[src/rtl/lcd_ctrl.sv]
// Write-only HD44780 character-LCD sequencer: one byte per valid/ready handshake,
// then setup / enable pulse / hold / execution wait. Define LCD_INIT_EN for the power-up init sequence.
module lcd_ctrl #(
    parameter int unsigned T_SETUP    = 2,
    parameter int unsigned T_EN_HIGH  = 12,
    parameter int unsigned T_HOLD     = 2,
    parameter int unsigned T_CMD_WAIT = 2000,
    parameter int unsigned T_CLR_WAIT = 82000,
    parameter int unsigned T_PWRUP    = 2000000,
    parameter int unsigned CNT_W      = 21
) (
    input  logic       clk_i,
    input  logic       rst_ni,
    input  logic       cmd_valid_i,
    input  logic       cmd_rs_i,
    input  logic [7:0] cmd_data_i,
    output logic       cmd_ready_o,
    output logic [7:0] lcd_data_o,
    output logic       lcd_rs_o,
    output logic       lcd_rw_o,
    output logic       lcd_en_o
);

    typedef enum logic [2:0] {PWRUP, INIT, IDLE, SETUP, EN_HI, HOLD, WAIT} state_e;

`ifdef LCD_INIT_EN
    localparam state_e           RST_STATE = PWRUP;
    localparam logic [CNT_W-1:0] RST_CNT   = CNT_W'(T_PWRUP - 1);
`else
    localparam state_e           RST_STATE = IDLE;
    localparam logic [CNT_W-1:0] RST_CNT   = '0;
`endif

    state_e           state_q, state_d;
    logic [CNT_W-1:0] cnt_q, cnt_d;
    logic             ready_q, ready_d;
    logic [7:0]       data_q, data_d;
    logic             rs_q, rs_d;
    logic             en_q, en_d;
    logic             clr_wait;

    // Counter reload for a state entry: the state lasts exactly (value + 1) cycles.
    function automatic logic [CNT_W-1:0] load_cnt(input state_e s, input logic clr);
        case (s)
            PWRUP:   return CNT_W'(T_PWRUP - 1);
            SETUP:   return CNT_W'(T_SETUP - 1);
            EN_HI:   return CNT_W'(T_EN_HIGH - 1);
            HOLD:    return CNT_W'(T_HOLD - 1);
            WAIT:    return clr ? CNT_W'(T_CLR_WAIT - 1) : CNT_W'(T_CMD_WAIT - 1);
            default: return '0;
        endcase
    endfunction

`ifdef LCD_INIT_EN
    logic [2:0] init_left_q, init_left_d;

    function automatic logic [7:0] init_byte(input logic [2:0] left);
        case (left)
            3'd4:    return 8'h38;
            3'd3:    return 8'h0C;
            3'd2:    return 8'h01;
            default: return 8'h06;
        endcase
    endfunction
`endif

    always_comb begin
        // NOTE: every signal gets a default first so no path leaves one unassigned (no latches).
        state_d  = state_q;
        cnt_d    = cnt_q;
        ready_d  = ready_q;
        data_d   = data_q;
        rs_d     = rs_q;
        en_d     = en_q;
        clr_wait = !rs_q && (data_q[7:2] == 6'd0);
`ifdef LCD_INIT_EN
        init_left_d = init_left_q;
`endif

        case (state_q)
`ifdef LCD_INIT_EN
            PWRUP: if (cnt_q == '0) state_d = INIT;
            INIT: begin
                data_d      = init_byte(init_left_q);
                rs_d        = 1'b0;
                init_left_d = init_left_q - 3'd1;
                state_d     = SETUP;
            end
`endif
            IDLE: begin
                ready_d = 1'b1;
                if (cmd_valid_i && ready_q) begin
                    ready_d = 1'b0;
                    data_d  = cmd_data_i;
                    rs_d    = cmd_rs_i;
                    state_d = SETUP;
                end
            end
            SETUP: if (cnt_q == '0) begin
                state_d = EN_HI;
                en_d    = 1'b1;
            end
            EN_HI: if (cnt_q == '0) begin
                state_d = HOLD;
                en_d    = 1'b0;
            end
            HOLD: if (cnt_q == '0) state_d = WAIT;
            WAIT: if (cnt_q == '0) begin
`ifdef LCD_INIT_EN
                if (init_left_q != 3'd0) begin
                    state_d = INIT;
                end else begin
                    state_d = IDLE;
                    ready_d = 1'b1;
                end
`else
                state_d = IDLE;
                ready_d = 1'b1;
`endif
            end
            default: state_d = RST_STATE;
        endcase

        if (state_d != state_q) begin
            cnt_d = load_cnt(state_d, clr_wait);
        end else if (cnt_q != '0) begin
            cnt_d = cnt_q - 1'b1;
        end
    end

    always_ff @(posedge clk_i or negedge rst_ni) begin
        if (!rst_ni) begin
            state_q <= RST_STATE;
            cnt_q   <= RST_CNT;
            ready_q <= 1'b0;
            data_q  <= 8'h00;
            rs_q    <= 1'b0;
            en_q    <= 1'b0;
        end else begin
            // NOTE: non-blocking so every register samples the pre-edge values.
            state_q <= state_d;
            cnt_q   <= cnt_d;
            ready_q <= ready_d;
            data_q  <= data_d;
            rs_q    <= rs_d;
            en_q    <= en_d;
        end
    end

`ifdef LCD_INIT_EN
    always_ff @(posedge clk_i or negedge rst_ni) begin
        if (!rst_ni) init_left_q <= 3'd4;
        else         init_left_q <= init_left_d;
    end
`endif

    assign cmd_ready_o = ready_q;
    assign lcd_data_o  = data_q;
    assign lcd_rs_o    = rs_q;
    assign lcd_rw_o    = 1'b0;
    assign lcd_en_o    = en_q;

endmodule

[config.mk]
export PLATFORM = sky130hd
export DESIGN_NAME = lcd_ctrl
export DESIGN_NICKNAME = d
export VERILOG_FILES = /design/src/rtl/lcd_ctrl.sv
export SDC_FILE = /design/constraint.sdc
export NUM_CORES = 1
export LEC_CHECK = 0
export CAP_MARGIN = 20
export CORE_MARGIN = 1.5
export CORE_UTILIZATION = 30
export CTS_BUF_LIST = sky130_fd_sc_hd__clkbuf_4 sky130_fd_sc_hd__clkbuf_8
export DETAILED_ROUTE_END_ITERATION = 10
export HOLD_SLACK_MARGIN = 0.05
export SLEW_MARGIN = 20
export SYNTH_ARGS = -nofsm -noshare
export SYNTH_HDL_FRONTEND = slang
export SYNTH_SLANG_ARGS = --single-unit
[constraint.sdc]
create_clock -name clk_i -period 5.5 [get_ports clk_i]
set_input_delay 0.825 -clock clk_i [delete_from_list [all_inputs] [get_ports clk_i]]
set_output_delay 0.825 -clock clk_i [all_outputs]
set_load 0.1 [all_outputs]
==> out/summary.json <==
{
  "floorplanning": {
    "floorplan.die.width_um": 81.7,
    "io_pins": 24,
    "effective_utilization_at_floorplan_pct": 31.2,
    "die_area_um2": 6670,
    "die_h_um": 81.7,
    "core_area_um2": 5960,
    "placement_rows": 28
  },
  "clock_network": {
    "cts-resized-gates": 0,
    "clock_tree_from_tritoncts": "yes",
    "clockRootBuffer": "clkbuf_8",
    "cts_inserted_buffers": 5,
    "clkLatencyLatePin_ns": 0.29,
    "post_cts_buffers": 0,
    "clock-sinks": 35,
    "buffers_from_clock_root_to_sink_at_most": 2,
    "cts_max_level": 2,
    "hold_buffers": 0,
    "worst_setup_hold_path_clk_slew_ns": 0.07
  },
  "placement": {
    "dp_slack_ns": 2.27,
    "dpl-instance-area_um2": 2120,
    "dp.final_hpwl_um": 2820,
    "buffer_ports.inserted": 22,
    "finalWeightedCongestion": 0.807
  },
  "global_route": {
    "grt_util_all_layers_pct": 13.7,
    "grt_pass1_vias": 1453,
    "grt_first_pass_wirelength_um": 6910,
    "grt_remaining_overflow": 0,
    "largest_net_degree_at_the_start_of_global_routing": 36,
    "initial_antenna_violation_count": 0
  },
  "layout": {
    "layout.cell_area.non_filler_um2": 2200,
    "finish.net_count": 234,
    "antennaDiodeCount": 0,
    "layout-area-overhead-vs-synth_pct": 18.7,
    "finish.utilization_pct": 37.0,
    "post_route_cells_drive_above_1_share_pct": 9.91
  },
  "yosys": {
    "synth_top_cell_area_share_pct": 45.8,
    "synthDominantAreaCellType": "dfrtp_1",
    "synth_area_per_cell_um2": 9.19,
    "synth-seq-cells": 35,
    "yosysSeqAreaShare_pct": 47.2,
    "synth_fp_nets": 215,
    "synth.cell_area_um2": 1860,
    "post_syn_instances": 202,
    "synth_cell_types": 45,
    "yosysWarnings": 0,
    "yosys-top-cells-area": "dfrtp_1 (46%), nand2_1 (7.7%), xnor2_1 (4.7%)"
  },
  "status": {
    "run_status": "completed"
  },
  "timing": {
    "period_share_pct": 58.5,
    "clock_period_minus_worst_slack_ns": 3.22,
    "hold_viol": 0,
    "maxSlewViolCount": 0,
    "pin_slew_with_the_least_headroom_to_its_limit_ns": 1.05,
    "unrepaired_setup_endpoints_after_global_routing": "false",
    "report.final.setup_viol": 0,
    "setup_total_neg_slack_ns": 0,
    "fin_hold_ws_ns": 0.472,
    "fin_skew_ns": 0.00354,
    "max_clock_freq_mhz": 311,
    "timing.final.ws_setup_ns": 2.28,
    "slew_headroom_pct": 29.5
  },
  "pwr": {
    "power_switching_uw": 701,
    "static-leakage-power_uw": 0.000942,
    "cell_internal_power_uw": 691,
    "p_seq_share_pct": 33.5,
    "power.density_nw_per_um2": 631,
    "power.ir.vdd_worst_uv": 354,
    "switch_share_pct": 50.4,
    "combinational_share_of_power_pct": 53.0,
    "share_clk_of_total_power_pct": 13.4
  },
  "drt": {
    "route.final.wire_length_um": 4010,
    "drtIter0Drc": 71,
    "drtAntennaViolNets": 0,
    "via_per_inst": 5.16,
    "vias": 1533,
    "drc": 0,
    "dr.pass1.iters": 4,
    "wire_per_inst_um": 13.5
  },
  "job": {
    "number_of_max_cap_violations": 0
  },
  "setup_path": {
    "worstReg2RegEnd": "cnt_q[10]",
    "critPathArrivalTime_ns": 3.38,
    "path_common_cell": "or4_4",
    "timing.critical_path.slowest_stage_cell": "nor4_2",
    "worst-path-max-fanout": 14,
    "setup.worst_path.start": "cnt_q[15]",
    "timing.critical_path.to_type": "register",
    "cpPeakStageDelay_ns": 0.91,
    "regToRegStartpoint": "cnt_q[15]",
    "reg2reg_setup_slack_ns": 2.28,
    "timing.setup.critical_path_class": "reg -> reg",
    "crit_required_ns": 5.66,
    "worst_setup_path_start_kind": "register",
    "crit_path_cell_trace": "or4_4, or4_4, nor4_2, or3_1, o21ai_0",
    "length_in_cells_of_the_worst_reg_to_reg_path": 5
  },
  "min_path": {
    "min_delay_endpoint": "lcd_data_o[0]",
    "count_of_cells_along_the_worst_hold_path": 2,
    "holdCritPathClass": "reg -> reg",
    "timing.hold.worst.start": "lcd_data_o[0]"
  }
}
worst max-delay path by stage:
stage | endpoint | slack [ns] | cells past startpoint
floorplan | state_q[0] | 2.73 | 7
global placement | cnt_q[8] | 2.32 | 5
detailed placement | cnt_q[8] | 2.27 | 5
CTS | cnt_q[8] | 2.25 | 5
global route | cnt_q[10] | 2.04 | 5
finish | cnt_q[10] | 2.28 | 5
critical path: cells and delay by family, from the launching register on:
family | cells | cell delay [ns]
compound gates | 1 | 0.15
flops | 1 | 0.42
simple gates | 4 | 2.51
registers in the layout, indices dropped and copies added, names as in the netlist:
name	cells
cmd_ready_o	1
cnt_q	21
lcd_data_o	8
lcd_en_o	1
lcd_rs_o	1
state_q	3
cells in the mapped netlist:
cell type  instances
o21a_1             1
nor4_1             6
clkbuf_1           6
nand3_1            2
or4_4              3
xnor2_1           10
nor2_1            18
nand2b_1           2
nor3_1             7
xor2_1             4
or3_1              4
o21ai_0           12
a31oi_1            2
nand2_1           38
o2111ai_1          1
o31ai_1            5
dfrtp_1           34
or3_4              1
ha_1               1
o21bai_1           1
nand4_1            3
or3b_2             1
and3_1             1
or2_2              1
buf_4              1
o211ai_1           3
buf_6              2
o211a_1            1
a21o_1             1
or4_1              4
o31a_1             1
nor3b_1            1
a21oi_1            6
a221o_1            2
a211oi_1           1
nor2b_1            1
and2_1             2
o41ai_2            1
o21ai_2            2
dfstp_2            1
conb_1             1
nor4b_1            1
buf_2              2
inv_1              3
nor4_2             1
placed cells by master, fill, tap and decap left out, types with 3 or more instances in the layout:
cell,count
o211ai_1,3
nand4_1,3
a21oi_1,6
dfrtp_1,34
xor2_1,4
or4_1,4
nor4_1,6
or3_1,4
nor2_1,18
clkbuf_8,5
clkdlybuf4s50_1,21
or4_4,3
nand2_1,38
nor3_1,6
o21ai_0,12
o31ai_1,5
xnor2_1,10
inv_1,3
metal layers:
layer	wire length [um]	track usage, %
met5	0	0
met3	167	3.78
met1	1900	18.6
met2	1850	20.9
met4	90	4.92
stage by stage:
stage	power [uW]	std cells
2_1_floorplan	1060	202
3_3_place_gp	1200	289
3_5_place_dp	1210	289
4_1_cts	1400	297
5_1_grt	1490	297
6_report	1390	297
area by class of cell:
type / count / area (um^2)
Clock buffer: 5 / 68.8
Clock inverter: 3 / 20.0
Fill cell: 625 / 3750
Inverter: 3 / 11.3
Multi-Input combinational cell: 153 / 911
Sequential cell: 35 / 877
Tap cell: 75 / 93.8
Timing Repair Buffer: 23 / 223
logic make-up (layout without fill, tap and decap cells):
kind of cell,after synthesis,count (layout),synth area share [%]
buf+inv,14,34,3.98
flops,35,35,47.2
compound gates,40,40,14.8
simple gates,97,97,26.6
fa+ha+maj,1,1,0.674
other cells,1,1,0.202
xor+xnor,14,14,6.60
power by group through the flow:
| stage | clock network (uW) | logic [uW] | registers (uW) |
|---|---|---|---|
| floorplan | 0 | 386 | 678 |
| global placement | 0 | 734 | 467 |
| detailed placement | 0 | 738 | 471 |
| CTS | 192 | 743 | 466 |
| global route | 204 | 803 | 484 |
| finish | 187 | 738 | 467 |
(Power assumes the default switching activity.)
